**config.mk**
```make
export PLATFORM = sky130hd
export DESIGN_NAME = program_loader
export DESIGN_NICKNAME = d
export VERILOG_FILES = /design/src/rtl/program_loader_pkg.sv /design/src/rtl/program_loader.sv
export SDC_FILE = /design/constraint.sdc
export NUM_CORES = 1
export LEC_CHECK = 0
export BUFFER_PORTS_ARGS = -buffer_cell sky130_fd_sc_hd__buf_4
export CAP_MARGIN = 10
export CELL_PAD_IN_SITES_DETAIL_PLACEMENT = 1
export CELL_PAD_IN_SITES_GLOBAL_PLACEMENT = 1
export CORE_MARGIN = 5
export CORE_UTILIZATION = 37
export DETAILED_ROUTE_END_ITERATION = 8
export PLACE_DENSITY = 0.84
export SKIP_LAST_GASP = 1
export SLEW_MARGIN = 15
export SYNTH_ARGS = -nofsm -noshare
export SYNTH_HDL_FRONTEND = slang
export SYNTH_SLANG_ARGS = --single-unit
```
**constraint.sdc**
```tcl
create_clock -name CLOCK_50 -period 2.8 [get_ports CLOCK_50]
set_input_delay 0.42 -clock CLOCK_50 [delete_from_list [all_inputs] [get_ports CLOCK_50]]
set_output_delay 0.42 -clock CLOCK_50 [all_outputs]
set_load 0.01 [all_outputs]
```
**src/rtl/program_loader_pkg.sv**
```systemverilog
// Shared loader definitions: state encodings, error codes and the code-section marker.
// The CPU imports the same marker constant so both sides agree on the image format.
package program_loader_pkg;

  typedef enum logic [2:0] {
    LOADER_STATE_IDLE  = 3'd0,
    LOADER_STATE_LOAD  = 3'd1,
    LOADER_STATE_FLUSH = 3'd2,
    LOADER_STATE_DONE  = 3'd3,
    LOADER_STATE_ERROR = 3'd4
  } loader_state_t;

  localparam logic [1:0] LOADER_ERR_NONE       = 2'd0;
  localparam logic [1:0] LOADER_ERR_NO_MARKER  = 2'd1;
  localparam logic [1:0] LOADER_ERR_OVERFLOW   = 2'd2;
  localparam logic [1:0] LOADER_ERR_EMPTY_CODE = 2'd3;

  localparam logic [7:0] CODE_SECTION_MARKER = 8'd14;

  function automatic logic loader_is_busy(input loader_state_t s);
    return (s == LOADER_STATE_LOAD) || (s == LOADER_STATE_FLUSH);
  endfunction

  function automatic logic loader_accepts_start(input loader_state_t s);
    return (s == LOADER_STATE_IDLE) || (s == LOADER_STATE_DONE) || (s == LOADER_STATE_ERROR);
  endfunction

endpackage

```
**src/rtl/program_loader.sv**
```systemverilog
// Streams the program image into SDRAM from address 0 and locates the first
// code-section marker; reports the address after it as the code start.
module program_loader
  import program_loader_pkg::*;
#(
  parameter int         ADDR_WIDTH        = 23,
  parameter int         MAX_BYTES         = 8000000,
  parameter logic [7:0] MARKER            = CODE_SECTION_MARKER,
  parameter int         OPERAND_SIZE_BITS = 32
) (
  input  logic                         CLOCK_50,
  input  logic                         reset,
  input  logic                         start,
  input  logic [7:0]                   in_data,
  input  logic                         in_valid,
  input  logic                         in_last,
  output logic                         in_ready,
  output logic                         mem_wr_en,
  output logic [ADDR_WIDTH-1:0]        mem_wr_addr,
  output logic [7:0]                   mem_wr_data,
  output logic                         busy,
  output logic                         done,
  output logic                         error,
  output logic [1:0]                   error_code,
  output logic [OPERAND_SIZE_BITS-1:0] code_start_addr,
  output logic [ADDR_WIDTH-1:0]        byte_count
);

  localparam logic [ADDR_WIDTH-1:0] LAST_ADDR = ADDR_WIDTH'(MAX_BYTES - 1);

  loader_state_t                  r_state;
  loader_state_t                  w_state_next;
  logic [ADDR_WIDTH-1:0]          r_count;
  logic [ADDR_WIDTH-1:0]          w_count_inc;
  logic                           r_found;
  logic [OPERAND_SIZE_BITS-1:0]   r_code_start;
  logic [1:0]                     r_err_code;
  logic [1:0]                     w_err_code_next;
  logic                           r_done;
  logic                           w_done_next;
  logic                           r_error;
  logic                           w_error_next;
  logic                           r_wr_en;
  logic [ADDR_WIDTH-1:0]          r_wr_addr;
  logic [7:0]                     r_wr_data;
  logic                           w_in_ready;
  logic                           w_accept;
  logic                           w_start_load;
  logic                           w_first_marker;

  assign w_in_ready     = (r_state == LOADER_STATE_LOAD);
  assign w_accept       = in_valid && w_in_ready;
  assign w_start_load   = start && loader_accepts_start(r_state);
  assign w_count_inc    = r_count + 1'b1;
  assign w_first_marker = w_accept && (in_data == MARKER) && !r_found;

  always_ff @(posedge CLOCK_50 or posedge reset) begin
    if (reset) begin
      r_state <= LOADER_STATE_IDLE;
    end else begin
      r_state <= w_state_next;
    end
  end

  // Status outputs are resolved here and registered alongside the state.
  always_comb begin
    w_state_next    = r_state;
    w_err_code_next = r_err_code;
    w_done_next     = r_done;
    w_error_next    = r_error;
    case (r_state)
      LOADER_STATE_IDLE, LOADER_STATE_DONE, LOADER_STATE_ERROR: begin
        if (start) begin
          w_state_next    = LOADER_STATE_LOAD;
          w_err_code_next = LOADER_ERR_NONE;
          w_done_next     = 1'b0;
          w_error_next    = 1'b0;
        end
      end
      LOADER_STATE_LOAD: begin
        if (w_accept) begin
          if (in_last) begin
            w_state_next = LOADER_STATE_FLUSH;
          end else if (r_count == LAST_ADDR) begin
            w_state_next    = LOADER_STATE_ERROR;
            w_err_code_next = LOADER_ERR_OVERFLOW;
            w_error_next    = 1'b1;
          end
        end
      end
      LOADER_STATE_FLUSH: begin
        if (!r_found) begin
          w_state_next    = LOADER_STATE_ERROR;
          w_err_code_next = LOADER_ERR_NO_MARKER;
          w_error_next    = 1'b1;
        end else if (r_code_start >= OPERAND_SIZE_BITS'(r_count)) begin
          // Marker was the final byte, so there is no code after it.
          w_state_next    = LOADER_STATE_ERROR;
          w_err_code_next = LOADER_ERR_EMPTY_CODE;
          w_error_next    = 1'b1;
        end else begin
          w_state_next = LOADER_STATE_DONE;
          w_done_next  = 1'b1;
        end
      end
      default: begin
        w_state_next = LOADER_STATE_IDLE;
      end
    endcase
  end

  always_ff @(posedge CLOCK_50 or posedge reset) begin
    if (reset) begin
      r_count      <= '0;
      r_found      <= 1'b0;
      r_code_start <= '0;
      r_err_code   <= LOADER_ERR_NONE;
      r_done       <= 1'b0;
      r_error      <= 1'b0;
      r_wr_en      <= 1'b0;
      r_wr_addr    <= '0;
      r_wr_data    <= '0;
    end else begin
      r_err_code <= w_err_code_next;
      r_done     <= w_done_next;
      r_error    <= w_error_next;
      r_wr_en    <= w_accept;
      if (w_accept) begin
        r_wr_addr <= r_count;
        r_wr_data <= in_data;
        r_count   <= w_count_inc;
      end
      if (w_first_marker) begin
        r_found      <= 1'b1;
        r_code_start <= OPERAND_SIZE_BITS'(w_count_inc);
      end
      if (w_start_load) begin
        r_count      <= '0;
        r_found      <= 1'b0;
        r_code_start <= '0;
      end
    end
  end

  assign in_ready        = w_in_ready;
  assign busy            = loader_is_busy(r_state);
  assign mem_wr_en       = r_wr_en;
  assign mem_wr_addr     = r_wr_addr;
  assign mem_wr_data     = r_wr_data;
  assign done            = r_done;
  assign error           = r_error;
  assign error_code      = r_err_code;
  assign code_start_addr = r_code_start;
  assign byte_count      = r_count;

endmodule

```
Word-level counts from Yosys, hierarchy flattened:

Cells that the tools add are included.

* bits in read-only memories: 0
* word-level logic and storage cells: 73
* bits in latches: 0
* register bits: 95
* memories: 0
* output and inout port bits: 93
* bits of input ports: 13
* RAM bits: 0

* mux-type cells: 30
* shift operators: 0
* equality and inequality tests: 14
* reductions and logical operators: 17
* $add $sub $neg: 1
* divide/modulo/power cells: 0
* bitwise logic cells: 0
* multiply operators: 0
* $lt $le $gt $ge: 1

Operator list (count)
* 32-bit two-way mux: 2
* 23-bit two-way mux: 2
* 32-bit by 23-bit greater-or-equal comparator with 1-bit output: 1
* 23-bit by 1-bit adder with 23-bit output, second input constant: 1
* 23-bit equality test, second input constant: 1
* 3-bit two-way mux: 6
* 2-bit two-way mux: 6
* 1-bit two-way mux: 10
* 3-bit one-hot mux with 3 select lines: 1
* 8-bit by 4-bit equality test with 1-bit output, second input constant: 1
* 2-bit != test, second input constant: 4
* 3-bit by 2-bit equality test with 1-bit output, second input constant: 2
* 2-bit one-hot mux with 3 select lines: 1
* 6-bit AND reduction: 1
* 2-bit nonzero test: 3
* 1-bit logical AND: 4
* 2-bit by 1-bit != test with 1-bit output, second input constant: 2
* 4-bit AND reduction: 1
* 3-bit by 1-bit equality test with 1-bit output, second input constant: 1
* 3-bit equality test, second input constant: 1
* 3-bit logical NOT: 1
* 1-bit logical OR: 3
* 3-bit by 2-bit != test with 1-bit output, second input constant: 1
* 3-bit != test, second input constant: 1
* 6 further kinds: 6

Depth between registers and ports, before layout:

* depth after elaboration: 6
* mapped depth: 9
* mapped depth without buffers: 8

Worst setup path before layout:

Ideal clock, no wire load.

* path type: register to register
* start: reg r_count[9], in the netlist byte_count[9]
* end: reg r_error, in the netlist error
* data required time: 2.675 ns
* cell stages (with the launch flop): 10
* path buffers: 1
* library setup time: 0.125 ns
* clock period less this slack: 2.473 ns
* arrival: 2.348 ns
* path slack: 0.327 ns
* cell sequence: dfrtp_1 clkbuf_1 inv_1 ha_1 and4_1 nand2_1 a2111oi_0 o41ai_1 a21oi_1 mux2_2

* word-level cells in the longest chain between the ends: 3
* elaborated cells on any way between the ends: 5
* those cells by class: order compare (1); eq/ne (3); reduce/logical (1)

Ends and longest elaborated chain
* from (decl): line program_loader.sv:33 `logic [ADDR_WIDTH-1:0] r_count;`
* from (signal assigned): line program_loader.sv:131 `r_count <= w_count_inc;`
* 32-bit by 23-bit greater-or-equal comparator with 1-bit output / 23-bit equality test (equally long branches): line program_loader.sv:96, program_loader.sv:84
* 3-bit != test (no source line) / 2-bit by 1-bit != test with 1-bit output (equally long branches)
* 6-bit AND reduction (no source line) (*)
* to (signal assigned): line program_loader.sv:126 `r_error <= w_error_next;`
* to (decl): line program_loader.sv:41 `logic r_error;`

Every way passes the cells marked *; elsewhere a longest branch is shown, timed or not.
A chain may end at the register's enable or synchronous reset.

Worst setup path in the final report:

* start: reg r_count[6], in the netlist byte_count[6]
* end: reg r_error, in the netlist error

The elaborated chain is that of the path after synthesis.

==> results.yml <==
run_status:
  status: "finished, final reports clean"
floorplan:
  row_count: 40
  ios: 106
  die_area_mm2: 0.0146
  die_height_um: 121
  core_area_mm2: 0.0121
  die_x_um: 121
  initial_core_util: 0.378
sta:
  max_freq_mhz: 392
  finalCritPeriodShare: 0.911
  min_period_ps: 2550
  worstMarginPinSlew_ps: 735
  finClkSkew_ps: 13.1
  setup_violations: 0
  max_slew_margin: 0.510
  whs_ps: 165
  final.setup.tns_ps: 0
  drv_slew: 0
  rsz0062_at_grt: "no"
  finalHoldViolCount: 0
routing:
  drc_errors: 0
  drtPass1Iterations: 4
  via_per_inst: 5.09
  drtIter0Drc: 170
  ant_nets: 0
  wl_mm: 13.3
  route.vias.total: 3881
  avgRoutedWirePerCell_um: 17.5
synthesis:
  synthesis.area_mm2: 0.00456
  ys_seq_elements: 86
  ys_warn_count: 0
  syn_avg_cell_area_um2: 9.23
  synth_ff_type: "dfrtp_1"
  yosysSeqAreaShare: 0.472
  synth.distinct_cells: 51
  synth-edff-count: 0
  ys_async_sr_fraction: 1.00
  postSynthCellCount: 494
clock_network:
  cts_made_buffers: 9
  path_clk_slew_ps: 60
  clock-root-buffer: "clkbuf_16"
  cts_tree: "yes"
  clk_latency_ps: 360
  hold_buffers: 0
  cts_sinks: 86
  cts_resized: 0
  h-tree-depth: 3
  post_cts_buffers: 0
  cts.path.max_buffers: 2
finish:
  stdcell_area_mm2: 0.00579
  drive_gt1_frac: 0.249
  nFillCells: 1403
  num_antenna_cells: 0
  fin_util: 0.480
  area.sequential_mm2: 0.00215
  multi_input_area_mm2: 0.00215
  area_growth_pct: 27.1
  final_nets: 627
power:
  power_leakage_nw: 2.67
  power.total_mw: 3.79
  power.switching_mw: 1.26
  switching_share: 0.334
  vdd_ir_drop_max_mv: 0.631
  seq_power_share: 0.395
  p_int_mw: 2.53
  power_frac_clock: 0.325
  power_frac_comb: 0.280
  power_density_mw_per_mm2: 654
setup_path:
  endpoint_kind: "flop"
  r2r_slack_ps: 250
  cp_max_fo: 5
  cp_slowest_cell: "dfrtp_1"
  crit_arrival_ps: 2780
  slowest_delay_ps: 420
  worstSetupEndpoint: "error"
  reg2regPathDepth: 8
  r2r-start: "byte_count[6]"
  cp.required_ps: 3030
  r2r-end: "error"
  startpoint: "byte_count[6]"
  critical_path_class: "flop to flop"
  crit_chain: "inv_1 > ha_1 > o2111ai_1 > a2111oi_0 > o41ai_1 > buf_4 > a21oi_1 > mux2_2"
  start_kind: "flop"
job:
  drv_cap: 0
worst_hold_path:
  hp-class: "primary input to asynchronous set/reset pin"
grt:
  grt_overflow_total: 0
  grt_pass1_wl_mm: 21.8
  grt_antenna_before_repair: 0
  first_global_vias: 4261
  grt_max_degree: 50
  grt.total_usage: 0.190
place:
  globalplace.congestion: 0.825
  place_area_mm2: 0.00549
  dp_hpwl_mm: 9.83
  io_buffers: 96
## power by group through the flow
stage	Sequential [mW]	Clock [mW]	Combinational, mW
after floorplan	1.52	0	0.587
after global placement	1.50	0	1.03
after detailed placement	1.52	0	1.08
after CTS	1.50	1.26	1.08
after global routing	1.51	1.31	1.18
final	1.50	1.23	1.06
## layout make-up
type | instances | area share
well taps | 168 | 0.0363
repair buffers | 113 | 0.149
inverters | 30 | 0.0197
clock inverters | 4 | 0.00778
multi-input cells | 350 | 0.372
clock buffers | 12 | 0.0443
flip-flops and latches | 86 | 0.372
## routing by layer
| layer | track usage | part of all wire | vias to the layer above |
|---|---|---|---|
| li1 | - | - | 1844 |
| met1 | 0.229 | 0.43 | 1935 |
| met2 | 0.325 | 0.51 | 78 |
| met3 | 0.0410 | 0.042 | 24 |
| met4 | 0.0807 | 0.024 | 0 |
| met5 | 0 | 0 | - |
## synthesized netlist by cell type (4+ instances only)
| cell | count | area share |
|---|---|---|
| dfrtp_1 | 86 | 0.47 |
| nand2_1 | 76 | 0.063 |
| nor2_1 | 54 | 0.044 |
| xnor2_1 | 39 | 0.075 |
| o21ai_0 | 30 | 0.033 |
| inv_1 | 29 | 0.024 |
| ha_1 | 24 | 0.066 |
| clkbuf_1 | 22 | 0.018 |
| a211oi_1 | 21 | 0.035 |
| a21oi_1 | 16 | 0.018 |
| nand4_1 | 10 | 0.014 |
| buf_4 | 9 | 0.015 |
| nand3_1 | 9 | 0.0099 |
| nor3_1 | 8 | 0.0088 |
| nor2b_1 | 4 | 0.0055 |
## worst max-delay path, delay by kind of cell (launching register included)
kind                     cells  cell delay (ps)
buffers and inverters        2              300
flip-flops                   1              420
AO/OA/AOI/OAI                4              990
adder cells (fa/ha/maj)      1              350
multiplexers                 1              380
## sequential cells by signal (all words and copies together), names as in the netlist
name,count
code_start_addr,23
r_found,1
mem_wr_en,1
r_state,3
error_code,2
byte_count,23
error,1
mem_wr_data,8
mem_wr_addr,23
done,1
## cells by family (layout without fill, tap and decap cells)
logic type      after synthesis  count (layout)  synth area share
other cells                   1               9          0.000823
flops                        86              86             0.472
mux                           5               5            0.0118
buf+inv                      66             159            0.0642
compound gates               84              84             0.117
simple gates                189             189             0.194
fa+ha+maj                    24              24            0.0659
xor+xnor                     39              39            0.0749
## metrics by stage
stage,setup WS (ps),std cells
2_1_floorplan,158,502
3_3_place_gp,336,747
3_5_place_dp,248,747
4_1_cts,232,763
5_1_grt,10.4,763
6_report,250,763
## worst min path at each step
stage | start | endpoint | slack [ps] | depth (start not counted)
finish | reset | mem_wr_addr[6] | 170 | 2
global route | reset | mem_wr_addr[6] | 230 | 2
CTS | reset | mem_wr_addr[6] | 190 | 2
detailed placement | mem_wr_addr[10] | mem_wr_addr[10] | 470 | 2
global placement | mem_wr_addr[8] | mem_wr_addr[8] | 460 | 2
floorplan | mem_wr_data[0] | mem_wr_data[0] | 510 | 2
## cells in the final DEF, fill, tap and decap left out, types with 4 or more instances in the layout
| master | n |
|---|---|
| clkinv_2 | 4 |
| o21ai_0 | 30 |
| a21oi_1 | 16 |
| dfrtp_1 | 86 |
| nand2_1 | 75 |
| buf_4 | 112 |
| clkbuf_16 | 9 |
| nand3_1 | 9 |
| ha_1 | 24 |
| nand4_1 | 10 |
| nor2_1 | 54 |
| nor3_1 | 8 |
| xnor2_1 | 39 |
| a211oi_1 | 21 |
| conb_1 | 9 |
| inv_1 | 28 |
Power figures use the tool's default switching activity.
